===== config.mk =====
export PLATFORM = sky130hd
export DESIGN_NAME = wr_ptr_full_flat
export DESIGN_NICKNAME = d
export VERILOG_FILES = /design/src/rtl/wr_ptr_full_if.sv /design/src/rtl/wr_ptr_full.sv /design/src/flat_wrapper.sv
export SDC_FILE = /design/constraint.sdc
export NUM_CORES = 1
export LEC_CHECK = 0
export BUFFER_PORTS_ARGS = -buffer_cell sky130_fd_sc_hd__buf_4
export CORE_UTILIZATION = 41
export CTS_CLUSTER_DIAMETER = 150
export DETAILED_ROUTE_END_ITERATION = 10
export GPL_TIMING_DRIVEN = 0
export PLACE_DENSITY_LB_ADDON = 0.25
export SETUP_SLACK_MARGIN = 0.15
export SLEW_MARGIN = 10
export SYNTH_ARGS = -nofsm -noshare
export SYNTH_HDL_FRONTEND = slang
export SYNTH_SLANG_ARGS = --single-unit

===== constraint.sdc =====
create_clock -name wr_clk -period 6.3 [get_ports wr_clk]
set_clock_uncertainty 0.05 [all_clocks]
set_input_delay 0.315 -clock wr_clk [delete_from_list [all_inputs] [get_ports wr_clk]]
set_output_delay 0.315 -clock wr_clk [all_outputs]
set_load 0.01 [all_outputs]

===== src/rtl/wr_ptr_full_if.sv =====
// Write-side FIFO pointer bus: request/sync-pointer in, address/pointer/flags out.
// Optional wr_ovf_cnt member exists only when WR_OVF_CNT_EN is defined.
interface wr_ptr_full_if #(
    parameter int ASIZE = 5
);
    logic             wr_en;
    logic [ASIZE:0]   wq2_rd_ptr;
    logic             wr_accept;
    logic [ASIZE-1:0] wr_addr;
    logic [ASIZE:0]   wr_ptr;
    logic             wr_full;
    logic             wr_almost_full;
    logic [ASIZE:0]   wr_level;
    logic             wr_overflow;
`ifdef WR_OVF_CNT_EN
    logic [7:0]       wr_ovf_cnt;

    modport master (
        output wr_en, wq2_rd_ptr,
        input  wr_accept, wr_addr, wr_ptr, wr_full, wr_almost_full,
               wr_level, wr_overflow, wr_ovf_cnt
    );
    modport slave (
        input  wr_en, wq2_rd_ptr,
        output wr_accept, wr_addr, wr_ptr, wr_full, wr_almost_full,
               wr_level, wr_overflow, wr_ovf_cnt
    );
`else
    modport master (
        output wr_en, wq2_rd_ptr,
        input  wr_accept, wr_addr, wr_ptr, wr_full, wr_almost_full,
               wr_level, wr_overflow
    );
    modport slave (
        input  wr_en, wq2_rd_ptr,
        output wr_accept, wr_addr, wr_ptr, wr_full, wr_almost_full,
               wr_level, wr_overflow
    );
`endif
endinterface


===== src/rtl/wr_ptr_full.sv =====
// Async-FIFO write-domain pointer/full/level generator; WR_OVF_CNT_EN adds a saturating reject counter.
// Latency: wr_accept combinational; pointers, flags and level registered one edge after the event.
// Backpressure: wr_en blocked only by registered wr_full; rejected writes set sticky wr_overflow.
module wr_ptr_full #(
    parameter int ASIZE     = 5,
    parameter int AF_THRESH = 28
) (
    input  logic          wr_clk,
    input  logic          wr_rst_n,
    wr_ptr_full_if.slave  bus
);
    localparam int PW = ASIZE + 1;

    logic [PW-1:0] wbin_q, wbin_d;
    logic [PW-1:0] wgray_q, wgray_d;
    logic [PW-1:0] level_q, level_d;
    logic [PW-1:0] rbin;
    logic [PW-1:0] full_cmp;
    logic          full_q, full_d;
    logic          afull_q, afull_d;
    logic          ovf_q, ovf_d;
    logic          accept;
    logic          reject;
`ifdef WR_OVF_CNT_EN
    logic [7:0]    ovf_cnt_q, ovf_cnt_d;
`endif

    assign accept = bus.wr_en & ~full_q;
    assign reject = bus.wr_en & full_q;

    // Each binary bit is the XOR of all Gray bits at or above it.
    always_comb begin
        rbin = '0;
        for (int i = 0; i < PW; i++) begin
            rbin[i] = ^(bus.wq2_rd_ptr >> i);
        end
    end

    // Full when the write pointer has lapped the read pointer by exactly one depth.
    assign full_cmp = {~bus.wq2_rd_ptr[ASIZE:ASIZE-1], bus.wq2_rd_ptr[ASIZE-2:0]};

    always_comb begin
        wbin_d  = wbin_q + PW'(accept);
        wgray_d = (wbin_d >> 1) ^ wbin_d;
        full_d  = (wgray_d == full_cmp);
        level_d = wbin_d - rbin;
        afull_d = (level_d >= PW'(AF_THRESH));
`ifdef WR_OVF_CNT_EN
        ovf_cnt_d = ovf_cnt_q;
        if (reject && (ovf_cnt_q != 8'hFF)) begin
            ovf_cnt_d = ovf_cnt_q + 8'd1;
        end
        ovf_d = (ovf_cnt_d != 8'd0);
`else
        ovf_d = ovf_q | reject;
`endif
    end

    always_ff @(posedge wr_clk) begin
        if (!wr_rst_n) begin
            wbin_q  <= '0;
            wgray_q <= '0;
            level_q <= '0;
            full_q  <= 1'b0;
            afull_q <= 1'b0;
            ovf_q   <= 1'b0;
`ifdef WR_OVF_CNT_EN
            ovf_cnt_q <= 8'd0;
`endif
        end else begin
            wbin_q  <= wbin_d;
            wgray_q <= wgray_d;
            level_q <= level_d;
            full_q  <= full_d;
            afull_q <= afull_d;
            ovf_q   <= ovf_d;
`ifdef WR_OVF_CNT_EN
            ovf_cnt_q <= ovf_cnt_d;
`endif
        end
    end

    assign bus.wr_accept      = accept;
    assign bus.wr_addr        = wbin_q[ASIZE-1:0];
    assign bus.wr_ptr         = wgray_q;
    assign bus.wr_full        = full_q;
    assign bus.wr_almost_full = afull_q;
    assign bus.wr_level       = level_q;
    assign bus.wr_overflow    = ovf_q;
`ifdef WR_OVF_CNT_EN
    assign bus.wr_ovf_cnt     = ovf_cnt_q;
`endif
endmodule


===== src/flat_wrapper.sv =====
// flat-port wrapper written by rule: the top's interface ports become plain ports
module wr_ptr_full_flat 
#(
    parameter int ASIZE     = 5,
    parameter int AF_THRESH = 28
)
  (wr_clk, wr_rst_n, bus_wr_en, bus_wq2_rd_ptr, bus_wr_accept, bus_wr_addr, bus_wr_ptr, bus_wr_full, bus_wr_almost_full, bus_wr_level, bus_wr_overflow);
  wr_ptr_full_if #(.ASIZE(ASIZE)) bus_i ();
  input  logic wr_clk;
  input  logic wr_rst_n;
  input wire logic [$bits(bus_i.wr_en)-1:0] bus_wr_en;
  input wire logic [$bits(bus_i.wq2_rd_ptr)-1:0] bus_wq2_rd_ptr;
  output wire logic [$bits(bus_i.wr_accept)-1:0] bus_wr_accept;
  output wire logic [$bits(bus_i.wr_addr)-1:0] bus_wr_addr;
  output wire logic [$bits(bus_i.wr_ptr)-1:0] bus_wr_ptr;
  output wire logic [$bits(bus_i.wr_full)-1:0] bus_wr_full;
  output wire logic [$bits(bus_i.wr_almost_full)-1:0] bus_wr_almost_full;
  output wire logic [$bits(bus_i.wr_level)-1:0] bus_wr_level;
  output wire logic [$bits(bus_i.wr_overflow)-1:0] bus_wr_overflow;
  assign bus_i.wr_en = bus_wr_en;
  assign bus_i.wq2_rd_ptr = bus_wq2_rd_ptr;
  assign bus_wr_accept = bus_i.wr_accept;
  assign bus_wr_addr = bus_i.wr_addr;
  assign bus_wr_ptr = bus_i.wr_ptr;
  assign bus_wr_full = bus_i.wr_full;
  assign bus_wr_almost_full = bus_i.wr_almost_full;
  assign bus_wr_level = bus_i.wr_level;
  assign bus_wr_overflow = bus_i.wr_overflow;
  wr_ptr_full #(.ASIZE(ASIZE), .AF_THRESH(AF_THRESH)) u_core (.wr_clk(wr_clk), .wr_rst_n(wr_rst_n), .bus(bus_i));
endmodule

# Word level (Yosys, flattened, before mapping)

Cells that the tools add are included.

Bits in registers: 21
Bits of input ports: 9
Output and inout port bits: 21

$add $sub $neg: 2
Equal/unequal tests: 1
Order comparisons: 1
Bitwise gates (word level): 6
Reduce and logical (&&, ||, !) cells: 6

Operator list:

| operator                                                          | number |
|---|---|
| parity 6 bit                                                      | 6 |
| adder 6 x 1 -> 6 bit                                              | 1 |
| == test 6 bit                                                     | 1 |
| greater-or-equal comparator 6 x 5 -> 1 bit, second input constant | 1 |
| subtractor 6 bit                                                  | 1 |
| XOR 5 x 6 -> 6 bit                                                | 1 |
| AND 1 bit                                                         | 2 |
| inverter 2 bit                                                    | 1 |
| inverter 1 bit                                                    | 1 |
| bitwise OR 1 bit                                                  | 1 |

# Longest topological paths before layout

Gate-level depths: netlist (run 1).

Depth after elaboration: 5
Depth in mapped cells: 13

# Least setup slack after synthesis (run 1)

Ideal clock, no wire load.

Path kind: input -> register
From: in bus_wq2_rd_ptr[5]
To: reg u_core.afull_q, in the netlist u_core.bus.wr_almost_full
Setup slack: 3.656 ns
Stages: 13
Data required time: 6.133 ns
Data arrival time: 2.477 ns
Cells stage by stage: buf_4 -> xnor2_4 -> xnor2_2 -> xnor2_1 -> xnor2_1 -> ha_1 -> fa_1 -> inv_1 -> a21o_1 -> a21oi_1 -> xnor2_1 -> and2_4 -> a32o_2

Word-level cells in the longest chain between the ends: 3

RTL lines:

| element                                        | line               | RTL |
|---|---|---|
| start, declared                                | flat_wrapper.sv:12 | `input wire logic [$bits(bus_i.wq2_rd_ptr)-1:0] bus_wq2_rd_ptr;` |
| parity 6 bit                                   | wr_ptr_full.sv:35  | `rbin[i] = ^(bus.wq2_rd_ptr >> i);` |
| subtractor 6 bit (*)                           | wr_ptr_full.sv:46  | `level_d = wbin_d - rbin;` |
| greater-or-equal comparator 6 x 5 -> 1 bit (*) | wr_ptr_full.sv:47  | `afull_d = (level_d >= PW'(AF_THRESH));` |
| end signal, assigned                           | wr_ptr_full.sv:75  | `afull_q <= afull_d;` |
| end, declared                                  | wr_ptr_full.sv:20  | `logic afull_q, afull_d;` |

Every way passes the cells marked *; elsewhere a longest branch is shown, timed or not.
A chain may end at the register's enable or synchronous reset.

# Worst setup path in the final report (run 1)

From: in bus_wq2_rd_ptr[4]
To: reg u_core.afull_q, in the netlist u_core.bus.wr_almost_full

The elaborated chain is that of the path after synthesis.

==> results.yml, run 1 <==
global_route:
  grt_pass1_vias: 781
  grt_max_degree: 11
  grt_remaining_overflow: 0
  track_usage_pct: 15.7
  antenna_found_initial: 0
  grt_pass1_wl_mm: 3.25
place:
  portBuffers: 28
  dp_hpwl_mm: 1.53
  gp_congestion: 0.744
  dpl-instance-area_um2: 1370
  dp_slack_ps: 3490
clock_network:
  cts_sinks: 20
  cts_buffers: 3
  cts-root-buf: "clkbuf_4"
  holdBufCountCts: 0
  clock_path_buffers: 2
  post-cts-setup-buffers: 0
  cts_tree: "built"
  h-tree-depth: 1
  ctsResizeCount: 0
  path_clk_slew_ps: 100
  clock_latency_ps: 290
timing:
  timing.fmax_mhz: 403
  min_period_over_period_pct: 39.4
  tns_ps: 0
  tightestPinTransition_ps: 381
  worst_slack_ps: 3820
  setup_viol: 0
  hold_viol: 0
  drv_slew: 0
  min_period_ps: 2480
  rsz0062_at_grt: "no"
  max_slew_margin_pct: 74.6
pwr:
  peakVddDrop_uv: 146
  pwr_density_cell_nw_per_um2: 229
  p_leak_nw: 0.625
synth:
  yosys_most_used_dff: "dfxtp_1"
  synth_edf_count: 0
  seq_area_frac_synth_pct: 35.8
  syn_area_um2: 1120
  syn_nets: 130
  ys_types: 34
  syn_inst: 116
  async_reset_ff_share_pct: 0
  synth.avg_cell_area_um2: 9.63
  synth_seq_cells: 20
  synth.yosys.warnings: 0
final_layout:
  fill_cells: 254
  layout-drive-gt1-share_pct: 29.3
  fin_area_um2: 1390
  nNetsFinal: 163
  area_growth_pct: 24.2
  n_antenna_cell: 0
detailed_routing:
  drc: 0
  wl_met3_um: 65
  routed_wl_mm: 1.91
  wl_per_cell_um: 10.8
  vias_per_cell: 4.79
  maxUsedRoutingLayer: "met4"
  vias: 848
  drt_iter0_markers: 6
  first_pass_iters: 4
  ant_nets: 0
  route.met2.wl_um: 922
  m1WireLength_um: 895
die:
  initial_core_util_pct: 44.3
  die_width_um: 54.2
  ios: 30
  core_area_um2: 2520
  chipHeight_um: 54.2
  die_area_um2: 2940
  num_rows: 18
setup_path:
  critPathMaxFanout: 5
  r2r_start: "u_core.wbin_q[1]"
  cp-start-kind: "input port"
  worstPathCellList: "buf_4 -> xnor2_4 -> xnor2_2 -> xnor2_1 -> xnor2_1 -> ha_1 -> fa_1 -> inv_1 -> a21o_1 -> a21oi_1 -> xnor2_1 -> and2_4 -> a32o_2"
  crit_start: "bus_wq2_rd_ptr[4]"
  r2r.worst_path.cells: 10
  cpPeakStageDelay_ps: 400
  critPathCaptureType: "flip-flop"
  rrSetupSlack_ps: 3930
  cp.arrival_ps: 2630
  required_ps: 6440
  crit_type: "input port to flip-flop"
  cpMostUsedCell: "xnor2_1"
  cp-endpoint: "u_core.bus.wr_almost_full"
  cpMaxStageDelayCell: "fa_1"
  r2r_end: "u_core.bus.wr_almost_full"
min_path:
  hold_start: "wr_rst_n"
  whs_path_depth: 2
  hp-class: "input port to flip-flop"
status:
  status: "completed"
flow_run:
  drv_cap: 0
per-stage QoR:
step | cells | power (mW) | utilization (%) | hold slack [ps]
2_1_floorplan | 116 | 0.226 | - | 410
3_3_place_gp | 174 | 0.262 | 54.1 | 424
3_5_place_dp | 174 | 0.264 | 54.1 | 441
4_1_cts | 177 | 0.323 | 55.0 | 204
5_1_grt | 177 | 0.344 | 55.0 | 200
6_report | 177 | 0.318 | 55.0 | 209
power breakdown:
group	internal, mW	switching [mW]	leakage (nW)	total (mW)
Sequential	0.141	0.00467	0.164	0.145
Clock	0.0222	0.0367	0.0138	0.0589
Combinational	0.0602	0.0531	0.447	0.113
Total	0.223	0.0945	0.625	0.318
Yosys cell counts (2+ instances only):
library cell,n,area share [%]
ha_1,4,4.5
xnor2_1,17,13
nor2_1,5,1.7
buf_4,2,1.3
nor2b_1,10,5.6
nand2_1,4,1.3
dfxtp_1,20,36
nand3_1,3,1.3
a21oi_1,5,2.2
inv_1,5,1.7
nor3_1,2,0.90
xor2_1,10,7.8
and2_1,8,4.5
placed cells by master (no fill, tap or decap), types with 2 or more instances in the layout:
master	count
xnor2_1	17
nor3_1	2
inv_1	5
clkbuf_4	3
buf_4	30
and2_1	8
nor2b_1	10
nand2_1	4
a21oi_1	5
nand3_1	3
ha_1	4
xor2_1	10
nor2_1	5
dfxtp_1	20
worst max-delay path: cells and delay by family:
kind,cells,cell delay [ps]
AO/OA/AOI/OAI,3,420
adder cells (fa/ha/maj),2,610
XOR/XNOR,5,900
AND/OR/NAND/NOR,1,160
buffers and inverters,2,210
metal layers:
| layer | track usage, % | vias up |
|---|---|---|
| met5 | 0 | - |
| met4 | 7.69 | 0 |
| met3 | 2.82 | 2 |
| met2 | 27.0 | 16 |
| met1 | 18.3 | 390 |
| li1 | - | 440 |
logic make-up after synthesis:
| family | count (synthesis) | share of synthesized area (%) |
|---|---|---|
| xor gates and xnor gates | 29 | 25.1 |
| buffers and inverters | 10 | 4.25 |
| and+or+nand+nor | 41 | 22.2 |
| DFF | 20 | 35.8 |
| adders and majority gates | 5 | 6.27 |
| AOI/OAI and AO/OA | 11 | 6.38 |
flip-flops by register name (all words and copies together), names as in the netlist:
name / flops
u_core.bus.wr_almost_full: 1
u_core.bus.wr_overflow: 1
u_core.bus.wr_full: 1
u_core.wbin_q: 5
u_core.bus.wr_ptr: 6
u_core.bus.wr_level: 6
layout make-up:
type	count	area [um2]	area share, %
multi-input combinational	86	669	48.2
inverter	5	18.8	1.35
tap	30	37.5	2.71
buffer	5	28.8	2.07
sequential	20	400	28.9
clock buffer	3	22.5	1.62
timing repair buffer	28	210	15.1
worst min-delay path by stage:
stage | to | slack, ps
global placement | u_core.bus.wr_overflow | 420
detailed placement | u_core.bus.wr_overflow | 440
global route | u_core.bus.wr_level[4] | 200
floorplan | u_core.bus.wr_level[4] | 410
finish | u_core.bus.wr_level[4] | 210
CTS | u_core.bus.wr_level[4] | 200
Note: power is estimated with default switching activity, not from simulation.
==> run 2: changes to the inputs <==
- clock period: 6.3 -> 2.47 ns (I/O delays scaled with it)
==> results.yml, run 2 (synthesized netlist as in run 1, its figures left out) <==
status:
  status: "completed"
timing:
  drv_slew: 0
  max_slew_margin_pct: 80.0
  worst_slack_ps: 291
  rsz0062_at_grt: "no"
  min_period_over_period_pct: 88.2
  hold_viol: 0
  whs_ps: 60.0
  tns_ps: 0
  min_period_ps: 2180
  timing.fmax_mhz: 459
  setup_viol: 0
  tightestPinTransition_ps: 299
die:
  initial_core_util_pct: 44.3
  die_width_um: 54.2
  core_area_um2: 2520
  die_area_um2: 2940
  ios: 30
  num_rows: 18
  chipHeight_um: 54.2
setup_path:
  cpMaxStageDelayCell: "dfxtp_1"
  critPathMaxFanout: 6
  required_ps: 2640
  rrSetupSlack_ps: 290
  critical_path_buf_inv_count: 2
  crit_type: "flip-flop to flip-flop"
  r2r_end: "u_core.bus.wr_almost_full"
  critPathCaptureType: "flip-flop"
  cp-start-kind: "flip-flop"
  cpLargestDelayFamily: "compound AO/OA/AOI/OAI gates"
  cp.arrival_ps: 2340
  r2r_start: "u_core.wbin_q[1]"
  worstPathCellList: "clkbuf_4 -> nand4b_1 -> xor2_2 -> inv_1 -> ha_4 -> a21o_1 -> a21oi_2 -> xnor2_1 -> and2_4 -> a32o_2"
  cpPeakStageDelay_ps: 350
  r2r.worst_path.cells: 10
pwr:
  pwr-share-seq_pct: 38.2
  p_total_mw: 0.978
  p_int_mw: 0.698
  power.switching_mw: 0.281
  p_comb_share_pct: 33.7
  switching_share_pct: 28.7
  p_leak_nw: 0.686
  pwr_density_cell_nw_per_um2: 634
  peakVddDrop_uv: 403
  clkPwrFrac_pct: 28.1
global_route:
  grtUsageMet2_pct: 32.1
  grt_use_met1_pct: 19.7
  use_met3_pct: 5.37
  track_usage_pct: 17.5
  grt_pass1_wl_mm: 3.66
  grt_pass1_vias: 876
  grt_max_degree: 13
  grt_remaining_overflow: 0
  grt.busiest_layer: "met2"
  antenna_found_initial: 0
detailed_routing:
  vias_per_cell: 4.77
  ant_nets: 0
  routed_wl_mm: 2.16
  drt_iter0_markers: 3
  drc: 0
  first_pass_iters: 3
  wl_per_cell_um: 11.9
  vias: 864
clock_network:
  cts_sinks: 20
  h-tree-depth: 1
  cts_buffers: 3
  clock_latency_ps: 310
  cts_tree: "built"
  path_clk_slew_ps: 120
  clock_path_buffers: 2
  cts-root-buf: "clkbuf_4"
min_path:
  min_to: "u_core.bus.wr_overflow"
  hold_start: "bus_wr_en"
  hp-class: "input port to flip-flop"
  whs_path_depth: 3
final_layout:
  layout.cells.most_common: "buf_4"
  layout-drive-gt1-share_pct: 37.7
  nNetsFinal: 166
  stdcell_count: 181
  finalCoreUtilization_pct: 61.2
  n_antenna_cell: 0
  fin_area_um2: 1540
  area_growth_pct: 38.1
  final_cell_mix: "buf_4, dfxtp_1, xnor2_1"
place:
  dp_slack_ps: -30.0
  portBuffers: 28
  post-place-cells: 174
  gp_congestion: 0.730
  dp_hpwl_mm: 1.69
  dpl-instance-area_um2: 1390
flow_run:
  drv_cap: 0
[run 2: worst max-delay path by stage]
stage	startpoint	endpoint	depth (start not counted)
5_1_grt	u_core.bus.wr_full	u_core.bus.wr_almost_full	10
4_1_cts	u_core.wbin_q[1]	u_core.bus.wr_almost_full	10
3_5_place_dp	bus_wq2_rd_ptr[3]	u_core.bus.wr_almost_full	13
6_report	u_core.wbin_q[1]	u_core.bus.wr_almost_full	10
3_3_place_gp	bus_wq2_rd_ptr[3]	u_core.bus.wr_almost_full	13
2_1_floorplan	bus_wq2_rd_ptr[5]	u_core.bus.wr_almost_full	13
[run 2: power groups by stage]
stage	registers [mW]	clock network, mW	logic [mW]
2_1_floorplan	0.399	0	0.190
3_3_place_gp	0.378	0	0.306
3_5_place_dp	0.382	0	0.313
4_1_cts	0.375	0.280	0.317
5_1_grt	0.378	0.289	0.370
6_report	0.374	0.275	0.329
[run 2: cell type report]
class | count | area, um2
flip-flops and latches | 20 | 400
inverters | 5 | 18.8
clock buffers | 3 | 22.5
well taps | 30 | 37.5
multi-input cells | 86 | 754
plain buffers | 5 | 43.8
repair buffers | 31 | 235
fillers | 224 | 980
clock inverters | 1 | 30.0
[run 2: layer usage]
layer / vias up / share of wire, %
met5: - / 0
met4: 0 / 0.37
met3: 2 / 5.1
met2: 20 / 52
met1: 404 / 43
li1: 438 / -
[run 2: tightest hold or removal path, delay by kind of cell]
| family | cells | cell delay (ps) |
|---|---|---|
| compound gates | 1 | 60 |
| buf+inv | 1 | 110 |
| simple gates | 1 | 90 |
[run 2: repair_timing]
action / CTS / global route
setup buffers: 1 / 1
pin swaps: 1 / 3
endpoints found under the hold margin: 1 / 0
hold buffers: 1 / 0
gates cloned: 0 / 0
resized for setup: 1 / 11
setup endpoints to repair: 1 / 2
